==> config.mk <==
export PLATFORM = sky130hd
export DESIGN_NAME = branch_hazard_sequencer
export DESIGN_NICKNAME = d
export VERILOG_FILES = /design/src/rtl/branch_hazard_sequencer.sv
export SDC_FILE = /design/constraint.sdc
export NUM_CORES = 1
export LEC_CHECK = 0
export BUFFER_PORTS_ARGS = -buffer_cell sky130_fd_sc_hd__buf_2
export CAP_MARGIN = 20
export CELL_PAD_IN_SITES_DETAIL_PLACEMENT = 0
export CELL_PAD_IN_SITES_GLOBAL_PLACEMENT = 1
export CORE_MARGIN = 3
export CORE_UTILIZATION = 33
export DETAILED_ROUTE_END_ITERATION = 7
export PLACE_DENSITY = 0.75
export SLEW_MARGIN = 20
export SYNTH_ARGS = -nofsm -noshare
export SYNTH_HDL_FRONTEND = slang
export SYNTH_SLANG_ARGS = --single-unit
==> constraint.sdc <==
create_clock -name i_clk -period 1.95 [get_ports i_clk]
set_input_delay 0.0975 -clock i_clk [delete_from_list [all_inputs] [get_ports i_clk]]
set_output_delay 0.0975 -clock i_clk [all_outputs]
set_load 0.05 [all_outputs]
==> src/rtl/branch_hazard_sequencer.sv <==
// Purpose: ID-stage control-transfer sequencer. Holds PC and IF/ID while a
//          branch/jr source register is still being produced in EX or MEM.
//          It then passes the resolver's redirect through and flushes the
//          wrong-path instruction. It also keeps saturating counters of taken
//          redirects and stall cycles.
// Ports:
//   i_clk, i_rst        rising-edge clock, async active-high reset
//   i_id_instruction    instruction held in IF/ID
//   i_pcsel_in          redirect request from the branch/jump resolver
//   i_ex_*              ID/EX producer info (reg write, load, destination)
//   i_mem_*             EX/MEM producer info (load, destination)
//   o_*_c               Mealy control outputs (PC/IF-ID enables, flush, bubble,
//                       gated redirect select)
//   o_taken_count       saturating count of issued redirects
//   o_stall_count       saturating count of stall cycles
module branch_hazard_sequencer #(
   parameter int unsigned CNT_WIDTH = 16
) (
   input  logic                 i_clk,
   input  logic                 i_rst,
   input  logic [31:0]          i_id_instruction,
   input  logic                 i_pcsel_in,
   input  logic                 i_ex_reg_write,
   input  logic                 i_ex_mem_read,
   input  logic [4:0]           i_ex_write_reg,
   input  logic                 i_mem_mem_read,
   input  logic [4:0]           i_mem_write_reg,
   output logic                 o_pc_write_c,
   output logic                 o_ifid_write_c,
   output logic                 o_ifid_flush_c,
   output logic                 o_idex_bubble_c,
   output logic                 o_pcsel_out_c,
   output logic [CNT_WIDTH-1:0] o_taken_count,
   output logic [CNT_WIDTH-1:0] o_stall_count
);

   localparam int unsigned OP_W  = 6;
   localparam int unsigned REG_W = 5;

   localparam logic [OP_W-1:0] OP_SPECIAL = 6'b000000;
   localparam logic [OP_W-1:0] OP_REGIMM  = 6'b000001;
   localparam logic [OP_W-1:0] OP_J       = 6'b000010;
   localparam logic [OP_W-1:0] OP_JAL     = 6'b000011;
   localparam logic [OP_W-1:0] OP_BEQ     = 6'b000100;
   localparam logic [OP_W-1:0] OP_BNE     = 6'b000101;
   localparam logic [OP_W-1:0] OP_BLEZ    = 6'b000110;
   localparam logic [OP_W-1:0] OP_BGTZ    = 6'b000111;
   localparam logic [OP_W-1:0] FN_JR      = 6'b001000;

   typedef enum logic {ST_IDLE, ST_STALL} state_t;

   state_t               r_state;
   logic [1:0]           r_cnt;
   logic [CNT_WIDTH-1:0] r_taken_count;
   logic [CNT_WIDTH-1:0] r_stall_count;

   logic [OP_W-1:0]  w_op;
   logic [OP_W-1:0]  w_funct;
   logic [REG_W-1:0] w_rs;
   logic [REG_W-1:0] w_rt;
   logic             w_ct;
   logic             w_use_rs;
   logic             w_use_rt;
   logic             w_ex_match;
   logic             w_mem_match;
   logic             w_haz;
   logic             w_long;
   logic             w_stall;
   logic             w_unused;

   assign w_op     = i_id_instruction[31:26];
   assign w_rs     = i_id_instruction[25:21];
   assign w_rt     = i_id_instruction[20:16];
   assign w_funct  = i_id_instruction[5:0];
   assign w_unused = ^i_id_instruction[15:6];

   // Control-transfer decode and which source registers it reads
   always_comb begin
      w_use_rs = 1'b0;
      w_use_rt = 1'b0;
      w_ct     = 1'b0;
      unique case (w_op)
         OP_SPECIAL: begin
            w_ct     = (w_funct == FN_JR);
            w_use_rs = w_ct;
         end
         OP_REGIMM: begin
            w_ct     = (w_rt[4:1] == 4'b0000);
            w_use_rs = w_ct;
         end
         OP_BEQ, OP_BNE: begin
            w_ct     = 1'b1;
            w_use_rs = 1'b1;
            w_use_rt = 1'b1;
         end
         OP_BLEZ, OP_BGTZ: begin
            w_ct     = 1'b1;
            w_use_rs = 1'b1;
         end
         OP_J, OP_JAL: w_ct = 1'b1;
         default: ;
      endcase
   end

   // Producer matches; $0 is never a dependency
   always_comb begin
      w_ex_match  = 1'b0;
      w_mem_match = 1'b0;
      if (w_use_rs && (w_rs != '0)) begin
         w_ex_match  = w_ex_match  | (i_ex_reg_write && (i_ex_write_reg == w_rs));
         w_mem_match = w_mem_match | (i_mem_mem_read && (i_mem_write_reg == w_rs));
      end
      if (w_use_rt && (w_rt != '0)) begin
         w_ex_match  = w_ex_match  | (i_ex_reg_write && (i_ex_write_reg == w_rt));
         w_mem_match = w_mem_match | (i_mem_mem_read && (i_mem_write_reg == w_rt));
      end
   end

   assign w_haz  = w_ct && (w_ex_match || w_mem_match);
   // A load still in EX needs two cycles before its value can be forwarded
   assign w_long = w_ex_match && i_ex_mem_read;

   // Mealy controls; reset forces the pass-through, non-redirecting state
   always_comb begin
      w_stall         = 1'b0;
      o_pc_write_c    = 1'b1;
      o_ifid_write_c  = 1'b1;
      o_ifid_flush_c  = 1'b0;
      o_idex_bubble_c = 1'b0;
      o_pcsel_out_c   = 1'b0;
      if (!i_rst) begin
         w_stall = (r_state == ST_STALL) || w_haz;
         if (w_stall) begin
            o_pc_write_c    = 1'b0;
            o_ifid_write_c  = 1'b0;
            o_idex_bubble_c = 1'b1;
         end else begin
            o_pcsel_out_c  = i_pcsel_in;
            o_ifid_flush_c = i_pcsel_in;
         end
      end
   end

   // State, stall counter and saturating performance counters
   always_ff @(posedge i_clk or posedge i_rst) begin
      if (i_rst) begin
         r_state       <= ST_IDLE;
         r_cnt         <= 2'd0;
         r_taken_count <= '0;
         r_stall_count <= '0;
      end else begin
         if (w_stall && (r_stall_count != '1))
            r_stall_count <= r_stall_count + CNT_WIDTH'(1);
         unique case (r_state)
            ST_IDLE: begin
               if (w_haz) begin
                  r_cnt   <= w_long ? 2'd1 : 2'd0;
                  r_state <= w_long ? ST_STALL : ST_IDLE;
               end else if (i_pcsel_in && (r_taken_count != '1)) begin
                  r_taken_count <= r_taken_count + CNT_WIDTH'(1);
               end
            end
            ST_STALL: begin
               r_cnt <= r_cnt - 2'd1;
               // cnt<=1 rather than ==1 so a corrupted cnt cannot lock the stall
               if (r_cnt <= 2'd1)
                  r_state <= ST_IDLE;
            end
            default: r_state <= ST_IDLE;
         endcase
      end
   end

   assign o_taken_count = r_taken_count;
   assign o_stall_count = r_stall_count;

endmodule

# After elaboration in Yosys (flattened, before gate mapping)
# Index checks and enable logic that the tools add are counted.
# totals
register_bits	35
output_inout_bits	37
word_cells	68
# classes
n_addsub	3
n_lt_le_gt_ge	1
n_eq_ne	15
n_mux	21
bitwise_logic	4
n_reduce_logical	20
# ops
cell	n
adder 16 x 1 -> 16 bit (second input constant)	2
!= test 16 bit (second input constant)	2
== test 6 x 3 -> 1 bit (second input constant)	4
== test 5 bit	4
2-to-1 mux 1 bit	16
== test 6 x 2 -> 1 bit (second input constant)	2
logical AND 1 bit	10
nonzero test 5 bit	2
== test 6 x 1 -> 1 bit (second input constant)	1
== test 6 x 4 -> 1 bit (second input constant)	1
logical NOT 6 bit	1
case mux 1 bit (3 select lines)	2
OR reduction 6 bit	1
logical NOT 4 bit	1
case mux 2 bit (2 select lines)	1
OR reduction 4 bit	1
AND reduction 3 bit	1
less-or-equal comparator 2 x 1 -> 1 bit (second input constant)	1
logical OR 1 bit	2
2-to-1 mux 2 bit	1
!= test 2 bit (second input constant)	1
NOT 1 bit	2
bitwise OR 1 bit	2
case mux 1 bit (2 select lines)	1
other kinds (2)	2

# Depth between registers and ports, before layout
# logic_depth
ltp_word	12
mapped_depth	8
mapped_depth_nobuf	7

# Least setup slack after synthesis
# No wires, ideal clock.
# synth_timing
kind	register -> register
startpoint	reg r_stall_count[4], in the netlist o_stall_count[4]
endpoint	reg r_stall_count[1], in the netlist o_stall_count[1]
setup_time_ns	0.128
t_arrival_ns	2.269
t_required_ns	1.822
slack_ns	-0.446
path_stages_with_launch	6
path_buffers	0
synth_period_minus_slack_ns	2.396
path_cell_list	dfrtp_1 and3_1 nand4_1 nor4_2 a211o_1 mux2_1
# synth_between
elab_chain_cells	2
# synth_rtl
item	line	text
start: declaration	55	logic [CNT_WIDTH-1:0] r_stall_count;
start signal: assignment	153	r_stall_count <= r_stall_count + CNT_WIDTH'(1);
!= test 16 bit	152	if (w_stall && (r_stall_count != '1))
logical AND 1 bit	152	
# No other way between the ends.
# A chain may end at the register's enable or synchronous reset.

# Final worst setup path
# layout_timing
startpoint	in i_id_instruction[18]
endpoint	out o_ifid_flush_c
# layout_between
elab_chain_cells	11
# layout_rtl
item	line	text
start: declaration	21	input logic [31:0] i_id_instruction,
logical NOT 4 bit	88	w_ct = (w_rt[4:1] == 4'b0000);
case mux 1 bit (3 select lines)	82	unique case (w_op)
logical AND 1 bit	109	if (w_use_rs && (w_rs != '0)) begin
2-to-1 mux 1 bit	109	
bitwise OR 1 bit, on equally long branches	114, 115	
2-to-1 mux 1 bit	113	if (w_use_rt && (w_rt != '0)) begin
logical OR 1 bit	119	assign w_haz = w_ct && (w_ex_match || w_mem_match);
logical AND 1 bit *	119	
logical OR 1 bit *	132	w_stall = (r_state == ST_STALL) || w_haz;
2-to-1 mux 1 bit *	133	if (w_stall) begin
2-to-1 mux 1 bit *	131	if (!i_rst) begin
end: declaration	30	output logic o_ifid_flush_c,
# Every way passes the cells marked *; elsewhere a longest branch is shown, timed or not.

==> qor.yml <==
outcome:
  outcome: "finished clean"
placed_design:
  hpwl_microns: 4430
  dp_slack_ps: -233
  gp_congestion: 0.753
  port_buffers: 74
power:
  seqPwrFrac_pct: 42.8
  p_int_mw: 1.34
  p_switching_mw: 0.870
  peakVddDrop_mv: 0.812
  total_power_mw: 2.21
  power.density_nw_per_um2: 722
  p_comb_share_pct: 34.2
  p_leak_nw: 1.39
  p_sw_share_pct: 39.4
  clkPwrFrac_pct: 23.0
grt:
  grt_use_total_pct: 14.8
  grt_use_met1_pct: 19.5
  grt_antenna_before_repair: 0
  grt_pass1_vias: 2008
  grtUsageMet2_pct: 24.1
  grt_pass1_wl_microns: 9160
  top_usage_layer: "met2"
  met3_usage_pct: 3.39
  grt_overflow: 0
  grt_max_degree: 36
route:
  antenna_left: 0
  drc_errors: 0
  routedWlPerCell_microns: 14.4
  drtIter0Drc: 64
  routed_via_density: 5.16
  num_vias: 2050
  wirelength_microns: 5700
  dr.pass1.iters: 4
cts:
  clock_path_buffers: 2
  numCtsBuffers: 5
  worstSkewPairLatency_ps: 290
  cts.clk_slew.worst_paths_ps: 70
  cts_tree: "done"
  cts_hold_buf: 0
  cts_num_sinks: 35
  htreeDepth: 2
  root_buffer: "clkbuf_8"
sta:
  setup_violations: 0
  slew_headroom_pct: 69.0
  fin_crit_sh_pct: 98.7
  finClkSkew_ps: 6.24
  hold_viol_final: 0
  timing.fmax_ghz: 0.519
  worst_slack_ps: 24.5
  rsz0062_at_grt: "true"
  finalMaxSlewViolations: 0
  period_needed_ps: 1930
  worst_pin_slew_ps: 461
  finalSetupTns_ps: 0
critical_path:
  critPathSlowestCell: "or4_4"
  rr_worst_depth: 5
  critical_path_class: "in -> out"
  crit_required_ps: 1850
  cp.depth: 8
  crit_path_end: "o_ifid_flush_c"
  reg2reg_to: "o_stall_count[10]$_DFFE_PP0P_"
  crit_path_start: "i_id_instruction[18]"
  path_buf_inv: 2
  end_kind: "output pin"
  critical_path_arrival_ps: 1830
  r2r_setup_slack_ps: 120
  path_max_fanout: 4
  slowest_delay_ps: 540
  critPathTopFamily: "simple AND/OR/NAND/NOR gates"
  start_kind: "input pin"
  rr_startpoint: "o_stall_count[0]$_DFFE_PP0P_"
  crit_chain: "buf_6 > or4_4 > o2111ai_4 > nor4_4 > nor3_4 > and2_4 > and3_4 > buf_8"
cells_and_area:
  final_cell_mix: "buf_2, xnor2_1, buf_4"
  fin_util_pct: 47.7
  drive_gt1_share_pct: 44.7
  diodes: 0
  syn_to_final_growth_pct: 38.8
  layout_commonest_cell: "buf_2"
  nets: 370
synthesis:
  synthTopCellsByArea: "dfrtp_1, xnor2_1, nand4_1"
  yosys.area.top_type: "dfrtp_1"
  synthesis.nets: 270
  ys_warn_count: 0
  synth_area_sq_um: 2200
  synth.yosys.seq_area_share_pct: 39.7
  synth-edff-count: 0
  synth.distinct_cells: 48
  async_flop_share_pct: 100
  syn_avg_cell_area_sq_um: 10.1
  yosys.area.top_type_share_pct: 39.7
  ys.flop_type: "dfrtp_1"
  ys_ff_latch: 35
  syn_inst: 219
floorplan:
  ioPinCount: 85
  die_y_microns: 87.7
  start_util_pct: 34.3
  die_area_sq_um: 7700
  dieWidth_microns: 87.7
  core_area_sq_um: 6420
  rows: 29
hold_path:
  min_path_type: "in -> async"
run:
  cap_violations: 0
==> worst min path at each step <==
stage                             start                           end
after detailed placement          i_rst          r_cnt[1]$_DFFE_PP0N_
final                             i_rst  o_stall_count[8]$_DFFE_PP0P_
after global placement            i_rst          r_cnt[1]$_DFFE_PP0N_
after global routing              i_rst  o_taken_count[7]$_DFFE_PP0P_
after CTS                         i_rst  o_taken_count[7]$_DFFE_PP0P_
after floorplan           i_ex_mem_read             r_state$_DFF_PP0_
==> worst reg2reg max path, stage by stage (launching register included) <==
cell,delay (ps)
dfrtp_2,390
ha_1,190
inv_1,80
or3_1,460
a211oi_1,250
mux2_1,350
==> layout make-up <==
class / instances / area (sq um)
sequential: 35 / 893
fill: 633 / 3360
clock buffer: 7 / 76.3
inverter: 6 / 22.5
timing repair buffer: 102 / 637
multi-input combinational: 169 / 1330
tap: 77 / 96.3
clock inverter: 1 / 5.00
==> cell families after synthesis <==
family	after synthesis	share of synthesized area (%)
buffers and inverters	15	3.69
muxes	3	1.53
adders and majority gates	3	1.70
AOI/OAI and AO/OA	27	10.9
and+or+nand+nor	87	23.0
DFF	35	39.7
xor gates and xnor gates	49	19.5
==> power groups by stage <==
stage | registers (mW) | clock network, mW | logic, mW
floorplan | 1.22 | 0 | 0.256
finish | 0.945 | 0.509 | 0.756
global route | 0.962 | 0.552 | 0.820
detailed placement | 0.961 | 0 | 0.742
global placement | 0.960 | 0 | 0.738
CTS | 0.947 | 0.532 | 0.749
==> flip-flops by register name (all words and copies together), names as in the netlist <==
signal and count:
r_state 1, r_cnt 2, o_taken_count 16, o_stall_count 16
==> cell usage after synthesis, drive strengths merged (2+ instances only) <==
cell,number
a2111oi,5
a211o,3
a211oi,8
and2,3
and3,6
buf,7
clkbuf,2
dfrtp,35
ha,3
inv,6
mux2,3
nand2,16
nand3,16
nand4,17
nor2,3
nor3,9
nor3b,2
nor4,4
o21ai,2
or2,2
or4,3
xnor2,37
xor2,12
==> what timing repair did <==
action                     CTS  global route
pin swaps                    1             6
gates resized for setup      6            19
setup endpoints to repair    5            15
buffers inserted             1             1
==> metrics by stage <==
step / area [sq um] / hold WS (ps) / cells
floorplan: 2250 / 402 / 219
detailed placement: 2860 / 357 / 387
finish: 3060 / 22.3 / 397
global route: 3060 / 93.8 / 397
CTS: 2960 / 41.6 / 396
global placement: 2860 / 353 / 387
==> routing by layer <==
layer	up-vias	part of all wire [%]
met2	63	47
met3	7	5.8
li1	1000	-
met4	0	1.4
met1	980	46
met5	-	0
(Power assumes the default switching activity.)
